<file path="src/rtl/alu_arbiter_2p_pkg.sv">
// Shared ALU definitions: control codes, default widths, port identifiers
// and the supported-operation check used by the arbiter.
package alu_pkg;

    localparam int unsigned ALU_WIDTH  = 32;
    localparam int unsigned ALU_CTRL_W = 4;

    localparam logic [ALU_CTRL_W-1:0] ALU_AND = 4'd0;
    localparam logic [ALU_CTRL_W-1:0] ALU_OR  = 4'd1;
    localparam logic [ALU_CTRL_W-1:0] ALU_ADD = 4'd4;
    localparam logic [ALU_CTRL_W-1:0] ALU_SUB = 4'd6;
    localparam logic [ALU_CTRL_W-1:0] ALU_SLT = 4'd7;
    localparam logic [ALU_CTRL_W-1:0] ALU_NOR = 4'd12;
    localparam logic [ALU_CTRL_W-1:0] ALU_ORI = 4'd13;

    // Identifies which requester holds (or last held) the shared ALU.
    typedef enum logic {
        PORT0 = 1'b0,
        PORT1 = 1'b1
    } port_e;

    // True for the control codes the alu_mips instance implements.
    function automatic logic alu_ctrl_supported(input logic [ALU_CTRL_W-1:0] ctrl);
        logic ok;
        case (ctrl)
            ALU_AND, ALU_OR, ALU_ADD, ALU_SUB,
            ALU_SLT, ALU_NOR, ALU_ORI: ok = 1'b1;
            default:                   ok = 1'b0;
        endcase
        return ok;
    endfunction

endpackage

</file>
<file path="src/rtl/alu_arbiter_2p_rsp_slot.sv">
// One-entry response register with a valid/ready output handshake.
// A load wins over a same-cycle take, so a full slot can drain and refill
// on one edge; data and flags hold while valid and not taken.
module alu_rsp_slot #(
    parameter int unsigned WIDTH = 32
) (
    input  logic             clk_i,
    input  logic             rst_i,
    input  logic             load_i,
    input  logic [WIDTH-1:0] data_i,
    input  logic             zero_i,
    input  logic             err_i,
    input  logic             ready_i,
    output logic             valid_o,
    output logic [WIDTH-1:0] data_o,
    output logic             zero_o,
    output logic             err_o
);

    logic             valid_q, valid_d;
    logic [WIDTH-1:0] data_q,  data_d;
    logic             zero_q,  zero_d;
    logic             err_q,   err_d;

    // Next-state: capture on load, otherwise release on consumer take.
    always_comb begin
        valid_d = valid_q;
        data_d  = data_q;
        zero_d  = zero_q;
        err_d   = err_q;
        if (load_i) begin
            valid_d = 1'b1;
            data_d  = data_i;
            zero_d  = zero_i;
            err_d   = err_i;
        end else if (ready_i) begin
            valid_d = 1'b0;
        end
    end

    // Slot registers, cleared asynchronously so a held result is discarded.
    always_ff @(posedge clk_i or posedge rst_i) begin
        if (rst_i) begin
            valid_q <= 1'b0;
            data_q  <= '0;
            zero_q  <= 1'b0;
            err_q   <= 1'b0;
        end else begin
            valid_q <= valid_d;
            data_q  <= data_d;
            zero_q  <= zero_d;
            err_q   <= err_d;
        end
    end

    assign valid_o = valid_q;
    assign data_o  = data_q;
    assign zero_o  = zero_q;
    assign err_o   = err_q;

endmodule

</file>
<file path="src/rtl/alu_arbiter_2p.sv">
// Two-port round-robin arbiter in front of a shared combinational alu_mips.
// The granted port's operands drive the ALU this cycle and the result is
// captured into that port's response slot on the same edge.
module alu_arbiter_2p
    import alu_pkg::*;
#(
    parameter int unsigned WIDTH  = ALU_WIDTH,
    parameter int unsigned CTRL_W = ALU_CTRL_W
) (
    input  logic              clk,
    input  logic              reset,

    input  logic              req0_valid,
    output logic              req0_ready,
    input  logic [WIDTH-1:0]  req0_a,
    input  logic [WIDTH-1:0]  req0_b,
    input  logic [CTRL_W-1:0] req0_ctrl,
    output logic              rsp0_valid,
    input  logic              rsp0_ready,
    output logic [WIDTH-1:0]  rsp0_data,
    output logic              rsp0_zero,
    output logic              rsp0_err,

    input  logic              req1_valid,
    output logic              req1_ready,
    input  logic [WIDTH-1:0]  req1_a,
    input  logic [WIDTH-1:0]  req1_b,
    input  logic [CTRL_W-1:0] req1_ctrl,
    output logic              rsp1_valid,
    input  logic              rsp1_ready,
    output logic [WIDTH-1:0]  rsp1_data,
    output logic              rsp1_zero,
    output logic              rsp1_err,

    output logic [WIDTH-1:0]  alu_a,
    output logic [WIDTH-1:0]  alu_b,
    output logic [CTRL_W-1:0] alu_control,
    input  logic [WIDTH-1:0]  alu_out,
    input  logic              alu_zero
);

    port_e last_grant_q, last_grant_d;
    logic  elig0, elig1;
    logic  grant0, grant1;
    logic  op_err;

    // Eligibility and round-robin grant; a slot being drained this cycle counts as free.
    always_comb begin
        elig0  = req0_valid & (~rsp0_valid | rsp0_ready);
        elig1  = req1_valid & (~rsp1_valid | rsp1_ready);
        grant0 = elig0 & (~elig1 | (last_grant_q == PORT1));
        grant1 = elig1 & (~elig0 | (last_grant_q == PORT0));
    end

    assign req0_ready = grant0;
    assign req1_ready = grant1;

    // Shared ALU input mux; idles at AND of zeros when nobody is granted.
    always_comb begin
        alu_a       = '0;
        alu_b       = '0;
        alu_control = '0;
        if (grant0) begin
            alu_a       = req0_a;
            alu_b       = req0_b;
            alu_control = req0_ctrl;
        end else if (grant1) begin
            alu_a       = req1_a;
            alu_b       = req1_b;
            alu_control = req1_ctrl;
        end
    end

    // Error flag follows the code actually presented to the ALU.
    assign op_err = ~alu_ctrl_supported(ALU_CTRL_W'(alu_control));

    // Round-robin pointer moves only on a real grant.
    always_comb begin
        last_grant_d = last_grant_q;
        if (grant0) begin
            last_grant_d = PORT0;
        end else if (grant1) begin
            last_grant_d = PORT1;
        end
    end

    // Pointer register; resets to port 1 so port 0 wins the first contest.
    always_ff @(posedge clk or posedge reset) begin
        if (reset) begin
            last_grant_q <= PORT1;
        end else begin
            last_grant_q <= last_grant_d;
        end
    end

    alu_rsp_slot #(
        .WIDTH (WIDTH)
    ) u_rsp0 (
        .clk_i   (clk),
        .rst_i   (reset),
        .load_i  (grant0),
        .data_i  (alu_out),
        .zero_i  (alu_zero),
        .err_i   (op_err),
        .ready_i (rsp0_ready),
        .valid_o (rsp0_valid),
        .data_o  (rsp0_data),
        .zero_o  (rsp0_zero),
        .err_o   (rsp0_err)
    );

    alu_rsp_slot #(
        .WIDTH (WIDTH)
    ) u_rsp1 (
        .clk_i   (clk),
        .rst_i   (reset),
        .load_i  (grant1),
        .data_i  (alu_out),
        .zero_i  (alu_zero),
        .err_i   (op_err),
        .ready_i (rsp1_ready),
        .valid_o (rsp1_valid),
        .data_o  (rsp1_data),
        .zero_o  (rsp1_zero),
        .err_o   (rsp1_err)
    );

endmodule

</file>
<file path="config.mk">
export PLATFORM = sky130hd
export DESIGN_NAME = alu_arbiter_2p
export DESIGN_NICKNAME = d
export VERILOG_FILES = /design/src/rtl/alu_arbiter_2p_pkg.sv /design/src/rtl/alu_arbiter_2p_rsp_slot.sv /design/src/rtl/alu_arbiter_2p.sv
export SDC_FILE = /design/constraint.sdc
export NUM_CORES = 1
export LEC_CHECK = 0
export CAP_MARGIN = 30
export CORE_ASPECT_RATIO = 0.75
export CORE_MARGIN = 10
export CORE_UTILIZATION = 31
export CTS_CLUSTER_DIAMETER = 200
export CTS_CLUSTER_SIZE = 12
export DETAILED_ROUTE_END_ITERATION = 16
export GPL_TIMING_DRIVEN = 0
export PLACE_DENSITY = 0.81
export RECOVER_POWER = 50
export SYNTH_ARGS = -nofsm -noshare
export SYNTH_HDL_FRONTEND = slang
export SYNTH_SLANG_ARGS = --single-unit
</file>
<file path="constraint.sdc">
create_clock -name clk -period 3.3 [get_ports clk]
set_input_delay 0.99 -clock clk [delete_from_list [all_inputs] [get_ports clk]]
set_output_delay 0.99 -clock clk [all_outputs]
set_load 0.005 [all_outputs]
</file>
==> impl_metrics.sql <==
INSERT INTO impl_metrics (metric_group, metric, value, unit) VALUES
('critical_path', 'critical_path_peak_fanout', '5', ''),
('clocking', 'htreeDepth', '3', ''),
('synth', 'synth-warning-count', '0', ''),
('critical_path', 'worst-endpoint-required', '2.31', 'ns'),
('finish', 'stdcell_count', '729', ''),
('synth', 'synth_cells', '251', ''),
('placed_design', 'detailed_place_hpwl', '14800', 'um'),
('synth', 'synth_area', '3360', 'sq um'),
('route', 'route.vias.total', '3629', ''),
('finish', 'layout-area-overhead-vs-synth', '116', '%'),
('clocking', 'numCtsBuffers', '9', ''),
('sta', 'fin_skew', '0.00703', 'ns'),
('route', 'route.detailed.vias_per_inst', '4.98', ''),
('global_route', 'pin_count_of_the_biggest_net_entering_global_routing', '72', ''),
('clocking', 'clk_latency', '0.32', 'ns'),
('sta', 'max_slew.worst_pin.slew', '1.45', 'ns'),
('pwr', 'p_leak', '0.00314', 'uW'),
('critical_path', 'critical_path.startpoint_type', 'input port', ''),
('sta', 'finalSetupViolations', '0', ''),
('job', 'drv_cap', '0', ''),
('critical_path', 'cp.arrival', '2.29', 'ns'),
('floorplanning', 'die_h', '110', 'um'),
('sta', 'rsz_0062_raised_after_global_routing', 'no', ''),
('floorplanning', 'floorplan.initialDensity', '32.2', '%'),
('placed_design', 'place_worst_setup_slack', '-1.29', 'ns'),
('placed_design', 'place.gp.congestion', '0.900', ''),
('placed_design', 'placed_cells_incl_taps', '701', ''),
('route', 'wire_length_reported_by_the_detailed_router', '17900', 'um'),
('sta', 'post-route-min-period', '3.28', 'ns'),
('critical_path', 'worstSetupEndpointType', 'output port', ''),
('clocking', 'clk_pin_slew', '0.05', 'ns'),
('route', 'wl_per_cell', '24.6', 'um'),
('floorplanning', 'ioPinCount', '315', ''),
('finish', 'fillerInstances', '794', ''),
('global_route', 'first_global_vias', '3823', ''),
('route', 'ant_nets', '0', ''),
('global_route', 'grt_pass1_wl', '25000', 'um'),
('synth', 'syn-mean-instance-area', '13.4', 'sq um'),
('route', 'firstDrtPassIters', '4', ''),
('global_route', 'globalRouteTotalUtil', '21.2', '%'),
('global_route', 'antenna_found_initial', '0', ''),
('route', 'detail_route.iter0.violations', '161', ''),
('pwr', 'vdd_ir_drop_max', '0.367', 'mV'),
('placed_design', 'dpl-instance-area', '6680', 'sq um'),
('floorplanning', 'chipWidth', '140', 'um'),
('synth', 'ys_seq_elements', '71', ''),
('sta', 'max_slew_violation_count', '0', ''),
('sta', 'slew_headroom', '3.60', '%'),
('clocking', 'tritoncts_clock_tree', 'yes', ''),
('floorplanning', 'placeableCoreArea', '10500', 'sq um'),
('synth', 'synth.yosys.seq_area_share', '52.9', '%'),
('sta', 'fmaxAchievable', '305', 'MHz'),
('clocking', 'clock_sink_count', '71', ''),
('sta', 'holdWs', '0.496', 'ns'),
('clocking', 'clk_root_buffer_cell', 'sky130_fd_sc_hd__clkbuf_16', ''),
('sta', 'hold_violations', '0', ''),
('floorplanning', 'design.die.area', '15500', 'sq um'),
('placed_design', 'port_buffers', '314', ''),
('critical_path', 'criticalPathCategory', 'input port to output port', ''),
('floorplanning', 'core.rowCount', '32', ''),
('status', 'status', 'finished clean', ''),
('pwr', 'powerDensity', '523', 'nW/um^2'),
('synth', 'synthesis.nets', '426', ''),
('pwr', 'power.total', '3800', 'uW'),
('finish', 'share_of_cells_above_drive_strength_1', '27.2', '%'),
('sta', 'layout_worst_path_cycle_share', '99.3', '%'),
('route', 'post-route-drc-count', '0', ''),
('finish', 'post_layout_net_count', '765', ''),
('sta', 'finalWorstSetupSlack', '0.0227', 'ns'),
('clocking', 'cts-root-to-sink-buffers', '2', ''),
('synth', 'number_of_distinct_library_cell_variants_in_the_gate_level_netlist_after_synthesis', '24', ''),
('worst_hold_path', 'worstHoldPathType', 'flop to flop', ''),
('global_route', 'grt_remaining_overflow', '0', ''),
('finish', 'design_area', '7270', 'sq um');
## power by group
part	total, uW	switching (uW)	internal, uW
combinational	1650	583	1070
clock	924	311	612
sequential	1230	119	1110
## stage by stage
stage	TNS, ns	util, %
global placement	-113.06	63.9
finish	0	69.6
global route	0	69.5
floorplan	0	-
CTS	-0.0506	69.8
detailed placement	-80.30	63.9
## synthesized netlist by cell type
cell type,count,area share (%)
sky130_fd_sc_hd__nand2b_1,1,0.19
sky130_fd_sc_hd__a31oi_1,2,0.37
sky130_fd_sc_hd__o311a_4,1,0.63
sky130_fd_sc_hd__a22o_1,67,17
sky130_fd_sc_hd__nor2_1,2,0.22
sky130_fd_sc_hd__nand3_2,1,0.30
sky130_fd_sc_hd__nand2b_2,1,0.26
sky130_fd_sc_hd__nand3_1,1,0.15
sky130_fd_sc_hd__dfrtp_1,70,52
sky130_fd_sc_hd__nor2b_1,1,0.19
sky130_fd_sc_hd__or4b_4,1,0.41
sky130_fd_sc_hd__a22oi_1,1,0.22
sky130_fd_sc_hd__buf_6,1,0.33
sky130_fd_sc_hd__clkbuf_1,13,1.5
sky130_fd_sc_hd__buf_2,7,1.0
sky130_fd_sc_hd__mux2_2,66,22
sky130_fd_sc_hd__buf_1,1,0.11
sky130_fd_sc_hd__o21ai_0,1,0.15
sky130_fd_sc_hd__inv_1,4,0.45
sky130_fd_sc_hd__nand2_1,4,0.45
sky130_fd_sc_hd__o31ai_1,1,0.22
sky130_fd_sc_hd__dfstp_2,1,0.78
sky130_fd_sc_hd__a21oi_1,2,0.30
sky130_fd_sc_hd__inv_2,1,0.11
## layout by cell type, fill, tap and decap left out, types with 4 or more instances in the layout
master	synthesis	final
sky130_fd_sc_hd__a22o_1	67	67
sky130_fd_sc_hd__buf_2	7	30
sky130_fd_sc_hd__buf_4	0	12
sky130_fd_sc_hd__clkbuf_16	0	19
sky130_fd_sc_hd__clkbuf_8	0	5
sky130_fd_sc_hd__clkdlybuf4s15_1	0	27
sky130_fd_sc_hd__clkdlybuf4s15_2	0	8
sky130_fd_sc_hd__clkdlybuf4s50_1	0	190
sky130_fd_sc_hd__dfrtp_1	70	70
sky130_fd_sc_hd__dlygate4sd2_1	0	8
sky130_fd_sc_hd__dlygate4sd3_1	0	51
sky130_fd_sc_hd__mux2_2	66	66
sky130_fd_sc_hd__nand2_1	4	4
## path summary, 6_finish.rpt
path	from	endpoint	slack, ns	cells past startpoint
setup reg to reg	u_rsp1.valid_o	u_rsp1.err_o	1.21	6
hold reg to reg	u_rsp0.data_o[28]	u_rsp0.data_o[28]	0.50	1
hold / removal	u_rsp0.data_o[28]	u_rsp0.data_o[28]	0.50	1
min in group asynchronous	reset	u_rsp1.data_o[17]	1.54	2
setup / recovery	rsp1_ready	alu_b[24]	0.02	7
max in group asynchronous	reset	u_rsp1.data_o[2]	0.87	2
## cells by family after synthesis
| group | share of synthesized area, % |
|---|---|
| muxes | 22.1 |
| and+or+nand+nor | 2.16 |
| AOI/OAI and AO/OA | 19.4 |
| buffers and inverters | 3.50 |
| DFF | 52.9 |
## final cells by class
type / instances / area, sq um / share of cell area [%]
clock inverter: 1 / 30.0 / 0.413
inverter: 5 / 18.8 / 0.258
timing repair buffer: 329 / 3160 / 43.4
antenna: 1 / 2.50 / 0.0344
clock buffer: 12 / 256 / 3.53
sequential: 71 / 1780 / 24.5
multi-input combinational: 153 / 1490 / 20.5
buffer: 21 / 365 / 5.03
tap: 136 / 170 / 2.34
## metal layers
layer | routed length, um | GRT usage [%] | share of wire (%)
met5 | 0 | 0 | 0
met4 | 144 | 3.46 | 0.80
met2 | 9490 | 37.4 | 53
met3 | 1710 | 8.68 | 9.6
met1 | 6590 | 24.2 | 37
## critical path, cell delays in order
cell and delay, ns:
sky130_fd_sc_hd__buf_4 0.10, sky130_fd_sc_hd__nor2b_4 0.04, sky130_fd_sc_hd__o311a_4 0.38, sky130_fd_sc_hd__clkbuf_16 0.18, sky130_fd_sc_hd__bufbuf_16 0.26, sky130_fd_sc_hd__a22o_1 0.19
sky130_fd_sc_hd__buf_2 0.14
## registers in the layout (all words and copies together) (netlist names)
name	flops
u_rsp1.data_o	32
u_rsp1.valid_o	1
u_rsp1.err_o	1
u_rsp0.zero_o	1
u_rsp0.data_o	32
u_rsp0.err_o	1
u_rsp0.valid_o	1
last_grant_q	1
u_rsp1.zero_o	1
## repair_timing
action	in CTS	in global routing
gates cloned	2	0
buffers inserted	13	0
endpoints found under the setup margin	70	4
resized for setup	269	3
hold buffers	0	0
pin swaps	10	1
endpoints found under the hold margin	0	0
No activity file was read; power rests on OpenSTA's default activity.
